`config.mk`:
```
export PLATFORM = sky130hd
export DESIGN_NAME = life_row_engine
export DESIGN_NICKNAME = d
export VERILOG_FILES = /design/src/rtl/life_row_engine.sv
export SDC_FILE = /design/constraint.sdc
export NUM_CORES = 1
export LEC_CHECK = 0
export CAP_MARGIN = 25
export CORE_ASPECT_RATIO = 0.6
export CORE_MARGIN = 4
export CORE_UTILIZATION = 45
export DETAILED_ROUTE_END_ITERATION = 12
export HOLD_SLACK_MARGIN = 0.06
export PLACE_DENSITY = 0.61
export SLEW_MARGIN = 20
export SYNTH_ARGS = -nofsm -noshare
export SYNTH_HDL_FRONTEND = slang
export SYNTH_SLANG_ARGS = --single-unit
```
`constraint.sdc`:
```
create_clock -name clk -period 8.9 [get_ports clk]
set_input_delay 2.67 -clock clk [delete_from_list [all_inputs] [get_ports clk]]
set_output_delay 2.67 -clock clk [all_outputs]
set_load 0.1 [all_outputs]
```
`src/rtl/life_row_engine.sv`:
```
// One row of WIDTH Life cells with configurable birth/survive masks, optional decay states and wrap/zero edges.
// Optional `population` output is enabled by defining LIFE_POPCOUNT_EN.
module life_row_engine #(
  parameter int unsigned WIDTH        = 16,
  parameter logic [8:0]  BIRTH_MASK   = 9'b000001000,
  parameter logic [8:0]  SURVIVE_MASK = 9'b000001100,
  parameter int unsigned DECAY_STATES = 0,
  parameter int unsigned WRAP         = 1,
  parameter int unsigned GEN_W        = 16
) (
  input  logic                     clk,
  input  logic                     reset,
  input  logic                     enb,
  input  logic                     load,
  input  logic [WIDTH-1:0]         load_row,
  input  logic                     step,
  input  logic [WIDTH-1:0]         north,
  input  logic [WIDTH-1:0]         south,
  output logic [WIDTH-1:0]         alive,
  output logic                     busy,
  output logic                     done,
  output logic                     changed,
  output logic [GEN_W-1:0]         gen_count
`ifdef LIFE_POPCOUNT_EN
  ,
  output logic [$clog2(WIDTH+1)-1:0] population
`endif
);

  localparam int unsigned SW = $clog2(DECAY_STATES + 2);
  localparam logic [15:0] BM = 16'(BIRTH_MASK);
  localparam logic [15:0] SM = 16'(SURVIVE_MASK);
  localparam logic [SW-1:0] ST_ALIVE  = SW'(1);
  localparam logic [SW-1:0] DIE_STATE = (DECAY_STATES > 0) ? SW'(2) : '0;
  localparam logic [SW-1:0] LAST      = SW'(DECAY_STATES + 1);

  typedef enum logic [1:0] {IDLE, COUNT, UPDATE} state_t;

  state_t state_q, state_d;

  logic [WIDTH-1:0]         snap_n, snap_s, snap_a;
  logic [WIDTH+1:0]         ext_n, ext_s, ext_a;
  logic [WIDTH-1:0][3:0]    cnt_q, cnt_d;
  logic [WIDTH-1:0][SW-1:0] cell_q, cell_d, cell_ld;
  logic [WIDTH-1:0]         alive_d;

  // Extended vectors put the left neighbour of cell i at bit i and the right one at bit i+2.
  generate
    if (WRAP != 0) begin : g_wrap
      assign ext_n = {snap_n[0], snap_n, snap_n[WIDTH-1]};
      assign ext_s = {snap_s[0], snap_s, snap_s[WIDTH-1]};
      assign ext_a = {snap_a[0], snap_a, snap_a[WIDTH-1]};
    end else begin : g_pad
      assign ext_n = {1'b0, snap_n, 1'b0};
      assign ext_s = {1'b0, snap_s, 1'b0};
      assign ext_a = {1'b0, snap_a, 1'b0};
    end
  endgenerate

  genvar g;
  generate
    for (g = 0; g < WIDTH; g++) begin : g_cell
      assign cnt_d[g] = 4'(ext_n[g]) + 4'(ext_n[g+1]) + 4'(ext_n[g+2])
                      + 4'(ext_a[g]) + 4'(ext_a[g+2])
                      + 4'(ext_s[g]) + 4'(ext_s[g+1]) + 4'(ext_s[g+2]);

      assign cell_d[g] = (cell_q[g] == '0)       ? (BM[cnt_q[g]] ? ST_ALIVE : '0) :
                         (cell_q[g] == ST_ALIVE) ? (SM[cnt_q[g]] ? ST_ALIVE : DIE_STATE) :
                         (cell_q[g] == LAST)     ? '0 : (cell_q[g] + ST_ALIVE);

      assign alive_d[g] = (cell_d[g] == ST_ALIVE);
      assign cell_ld[g] = SW'(load_row[g]);
    end
  endgenerate

`ifdef LIFE_POPCOUNT_EN
  localparam int unsigned PW = $clog2(WIDTH + 1);
  logic [WIDTH-1:0] pop_src;
  logic [PW-1:0]    pop_d;

  always_comb begin
    pop_src = (state_q == UPDATE) ? alive_d : load_row;
    pop_d   = '0;
    for (int unsigned i = 0; i < WIDTH; i++) begin
      pop_d = pop_d + PW'(pop_src[i]);
    end
  end
`endif

  always_ff @(posedge clk) begin
    if (!reset) state_q <= IDLE;
    else        state_q <= state_d;
  end

  always_comb begin
    state_d = state_q;
    case (state_q)
      IDLE:    if (!load && step && enb) state_d = COUNT;
      COUNT:   state_d = UPDATE;
      UPDATE:  state_d = IDLE;
      default: state_d = IDLE;
    endcase
  end

  always_ff @(posedge clk) begin
    if (!reset) begin
      cell_q    <= '0;
      alive     <= '0;
      busy      <= 1'b0;
      done      <= 1'b0;
      changed   <= 1'b0;
      gen_count <= '0;
      snap_n    <= '0;
      snap_s    <= '0;
      snap_a    <= '0;
      cnt_q     <= '0;
`ifdef LIFE_POPCOUNT_EN
      population <= '0;
`endif
    end else begin
      busy <= (state_d != IDLE);
      done <= 1'b0;
      case (state_q)
        IDLE: begin
          if (load) begin
            cell_q    <= cell_ld;
            alive     <= load_row;
            gen_count <= '0;
            changed   <= 1'b0;
`ifdef LIFE_POPCOUNT_EN
            population <= pop_d;
`endif
          end else if (state_d == COUNT) begin
            snap_n <= north;
            snap_s <= south;
            snap_a <= alive;
          end
        end
        COUNT: cnt_q <= cnt_d;
        UPDATE: begin
          cell_q    <= cell_d;
          alive     <= alive_d;
          changed   <= (alive_d != alive);
          gen_count <= gen_count + GEN_W'(1);
          done      <= 1'b1;
`ifdef LIFE_POPCOUNT_EN
          population <= pop_d;
`endif
        end
        default: ;
      endcase
    end
  end

endmodule

```
# Yosys cells after proc, flatten, opt, wreduce, memory -nomap -nowiden
# Memory sizes are Yosys's and may differ from the RTL's. A register that Yosys moved wholly into a read port is not among the register bits.
# Index checks and enable logic that the tools add are counted.
word_totals:
  word_cells: 369
  mem_bits_ro: 512
  regBits: 165
  out_inout_bits: 35
  n_memories: 32
op_classes:
  mux: 153
  n_addsub: 113
  n_bitwise: 1
  n_reduce_logical: 8
  order_cmp: 16
  n_eq_ne: 5
mem_list:
  columns: ["name", "depth", "width", "read_ports", "rd_ports_with_merged_regs", "write_ports", "line_no", "source"]
  rows:
  - ["(no name shown)", 16, 1, 1, 1, 0, "68", "(cell_q[g] == ST_ALIVE) ? (SM[cnt_q[g]] ? ST_ALIVE : DIE_STATE) :"]
  - ["(no name shown)", 16, 1, 1, 1, 0, "67", "assign cell_d[g] = (cell_q[g] == '0) ? (BM[cnt_q[g]] ? ST_ALIVE : '0) :"]
  - ["(no name shown)", 16, 1, 1, 1, 0, "67", null]
  - ["(no name shown)", 16, 1, 1, 1, 0, "68", null]
  - ["(no name shown)", 16, 1, 1, 1, 0, "67", null]
  - ["(no name shown)", 16, 1, 1, 1, 0, "68", null]
  - ["26 more memories", null, null, null, null, null, null, null]
ops:
  columns: ["cell", "n"]
  rows:
  - ["$add A4 B1 Y4", 64]
  - ["$mux W4", 64]
  - ["$mux W1", 82]
  - ["$lt A4 B5 Y1 const B", 16]
  - ["$add A3 B1 Y4", 16]
  - ["$pmux W16 S2", 2]
  - ["$add A2 B1 Y3", 16]
  - ["$add A1 B1 Y2", 16]
  - ["$mux W16", 2]
  - ["$add A16 B1 Y16 const B", 1]
  - ["$ne A16 B16 Y1", 1]
  - ["$eq A2 B1 Y1 const B", 2]
  - ["$pmux W2 S2", 1]
  - ["$reduce_bool A2 Y1", 2]
  - ["$reduce_and A3 Y1", 1]
  - ["$eq A2 B2 Y1 const B", 1]
  - ["$logic_and A1 B1 Y1", 2]
  - ["$logic_not A2 Y1", 1]
  - ["$mux W2", 1]
  - ["$ne A2 B2 Y1 const B", 1]
  - ["$pmux W1 S2", 1]
  - ["$reduce_and A2 Y1", 1]
  - ["$logic_not A1 Y1", 1]
  - ["$not A1 Y1", 1]

# Longest topological paths before layout
logic_depth:
  ltp_word: 9
  ltp_mapped: 12

# Least setup slack after synthesis
# No wires, ideal clock.
synth_timing:
  kind: "input to register"
  from: "input port reset"
  to: "register cnt_q[32] (netlist name)"
  stages: 6
  path_buffers: 4
  required_time_ns: 8.772
  setup_slack_ns: 5.024
  t_arrival_ns: 3.749
  cell_sequence: "buf_2 > inv_2 > buf_2 > buf_2 > clkbuf_1 > nor2_1"
synth_rtl:
  columns: ["element", "line_no", "source"]
  rows:
  - ["start: declaration", "12", "input logic reset,"]
  - ["end signal: assignment", "139", "COUNT: cnt_q <= cnt_d;"]
  - ["end: declaration", "43", "logic [WIDTH-1:0][3:0] cnt_q, cnt_d;"]
# No word-level cell between the ends.

==> impl_metrics.ini <==
[layout]
drive_gt1_share_pct = 8.29
final_cell_mix = nand2_1 (194), dfxtp_1 (181), inv_1 (132)
layout_commonest_cell = nand2_1
diodes = 0
area_growth_pct = 17.6
nets = 1286

[status]
status = finished clean

[clock_network]
cts_buffers = 17
postCtsSetupRepairBufs = 0
cts_resized = 0
clk_path_buf_depth = 2
cts-root-buf = clkbuf_16
cts_sinks = 181
cts_tree = yes
cts_hold_buf = 0
htreeDepth = 4
clk_pin_slew_ns = 0.07
clk_latency_ns = 0.43

[run]
cap_violations = 0

[synth]
ys_seq_area_share_pct = 38.2
synth_warnings = 0
synth-edff-count = 0
synthDistinctLibCells = 53
synth.top_cell.area_share_pct = 38.2
ys.flop_type = dfxtp_1
synthesis.nets = 1220
synth_area_leaders = dfxtp_1 (38%), fa_1 (13%), nand2_1 (7.7%)
async_flop_share_pct = 0
synth_top_area_cell = dfxtp_1
syn_area_mm2 = 0.00949
ys_seq_elements = 181
synth_area_per_cell_um2 = 9.00
syn_inst = 1055

[timing]
period_share_pct = 54.9
fmax_mhz = 205
fin_skew_ns = 0.00828
tightestPinTransition_ns = 1.02
finalHoldViolations = 0
rsz0062_at_grt = false
setup_ws_ns = 4.02
period_needed_ns = 4.88
relSlewSlack_pct = 31.6
slew_violations = 0
setup_viol = 0
tns_ns = 0

[setup_path]
rrSetupSlack_ns = 5.38
startpoint_type = primary input
worst-path-buf-inv = 4
critPathLaunch = reset
cp_slowest_cell = buf_4
cp_top_family = buffers and inverters
cp_cell_sequence = clkdlybuf4s50_1 > buf_4 > inv_4 > buf_4 > a211oi_1 > nor3b_2 > nor2b_1
end_kind = flop
reg2reg_from = snap_n[14]
arrival_ns = 5.26
critical_path.max_fanout = 74
path_depth = 7
critPathRequiredTime_ns = 9.27
critPathKind = in2reg
cpPeakStageDelay_ns = 0.66
cp_common_cell = buf_4
rr_worst_depth = 11

[pwr]
leakagePower_nw = 4.50
p_seq_share_pct = 45.1
p_int_mw = 1.37
combPwrFrac_pct = 12.1
p_sw_mw = 0.506
p_total_mw = 1.88
clock_power_share_pct = 42.7
switching_share_pct = 27.0
vdd_drop_max_v = 0.000137
p_per_area_mw_per_mm2 = 168

[drt]
vias_per_cell = 5.11
first_pass_iters = 5
drc = 0
antenna_left = 0
vias = 7185
wl_per_cell_um = 16.7
finalWirelength_um = 23500
drtIter0Drc = 469

[floorplanning]
io_pins = 88
dieArea_mm2 = 0.0236
initial_core_util_pct = 46.6
rows = 40
core-area_mm2 = 0.0204
die_y_um = 120
die_x_um = 195

[global_route]
grt_util_met3_pct = 4.07
antenna_found_initial = 0
track_usage_pct = 20.6
grt.met1_usage_pct = 31.0
grt_pass1_wl_um = 38300
top_usage_layer = met1
grt_max_degree = 81
grt_pass1_vias = 7092
grt_overflow_total = 0
grtUsageMet2_pct = 30.7

[placed_design]
hpwl_um = 17000
port-buffer-count = 87
place_congestion = 0.860
dp_slack_ns = 3.53

[worst_hold_path]
hp-class = reg2reg
[per-layer routing]
layer	wire, µm	share of wire [%]	vias to the layer above
li1	-	-	3540
met1	11800	50	3448
met2	10300	44	178
met3	1190	5.1	19
met4	226	0.96	0
met5	0	0	-
[layout make-up]
class                           count  area, µm²
Fill cell                        1871       9210
Multi-Input combinational cell    691       5090
Sequential cell                   181       3620
Timing Repair Buffer               97        973
Inverter                          133        502
Clock buffer                       20        457
Tap cell                          273        342
Clock inverter                     12        166
[logic make-up after synthesis]
family / count (synthesis) / share of synthesized area [%]
muxes: 18 / 1.91
buffers and inverters: 183 / 8.30
adders and majority gates: 112 / 19.7
xor gates and xnor gates: 16 / 1.48
and+or+nand+nor: 366 / 18.2
AOI/OAI and AO/OA: 179 / 12.2
DFF: 181 / 38.2
[worst reg2reg max path: stages, from the launching register on]
cell      delay, ns
dfxtp_1        0.55
fa_1           0.48
inv_1          0.07
fa_1           0.42
fa_1           0.50
inv_1          0.04
ha_1           0.20
fa_1           0.39
xnor2_1        0.14
a211oi_1       0.38
nor3b_2        0.09
nor2b_1        0.14
[how the worst min path moves through the flow]
stage                           from    endpoint  slack (ns)  cells after the start
after floorplan            snap_a[0]   snap_a[0]        0.44                      2
after global placement    snap_a[13]  snap_a[13]        0.44                      2
after detailed placement   snap_s[8]   snap_s[8]        0.45                      2
after CTS                  snap_s[8]   snap_s[8]        0.46                      2
after global routing       snap_s[8]   snap_s[8]        0.47                      2
final                      snap_a[4]   snap_a[4]        0.45                      2
[synth_stat cells, types with 11 or more instances]
cell type / instances
a21oi_1: 81
a21oi_2: 11
a311oi_1: 14
and2_1: 16
buf_2: 24
clkbuf_1: 14
dfxtp_1: 181
fa_1: 63
ha_1: 49
inv_1: 132
mux2i_1: 17
nand2_1: 194
nand2b_1: 16
nor2_1: 63
nor2b_1: 15
nor3b_2: 11
o21ai_0: 28
xnor2_1: 16
[power groups by stage]
stage	Clock [mW]	Combinational, mW	Sequential, mW
after floorplan	0	0.110	0.903
after global placement	0	0.224	0.865
after detailed placement	0	0.227	0.865
after CTS	0.818	0.229	0.846
after global routing	0.852	0.252	0.849
final	0.802	0.228	0.846
[metrics by stage]
stage	instances	hold slack (ns)	utilization (%)	cell area, µm²
finish	1407	0.454	54.8	11200
global route	1407	0.472	54.8	11200
CTS	1405	0.458	54.6	11100
detailed placement	1373	0.448	51.5	10500
global placement	1373	0.444	51.5	10500
floorplan	1055	0.436	-	9490
No activity file was read; power rests on OpenSTA's default activity.
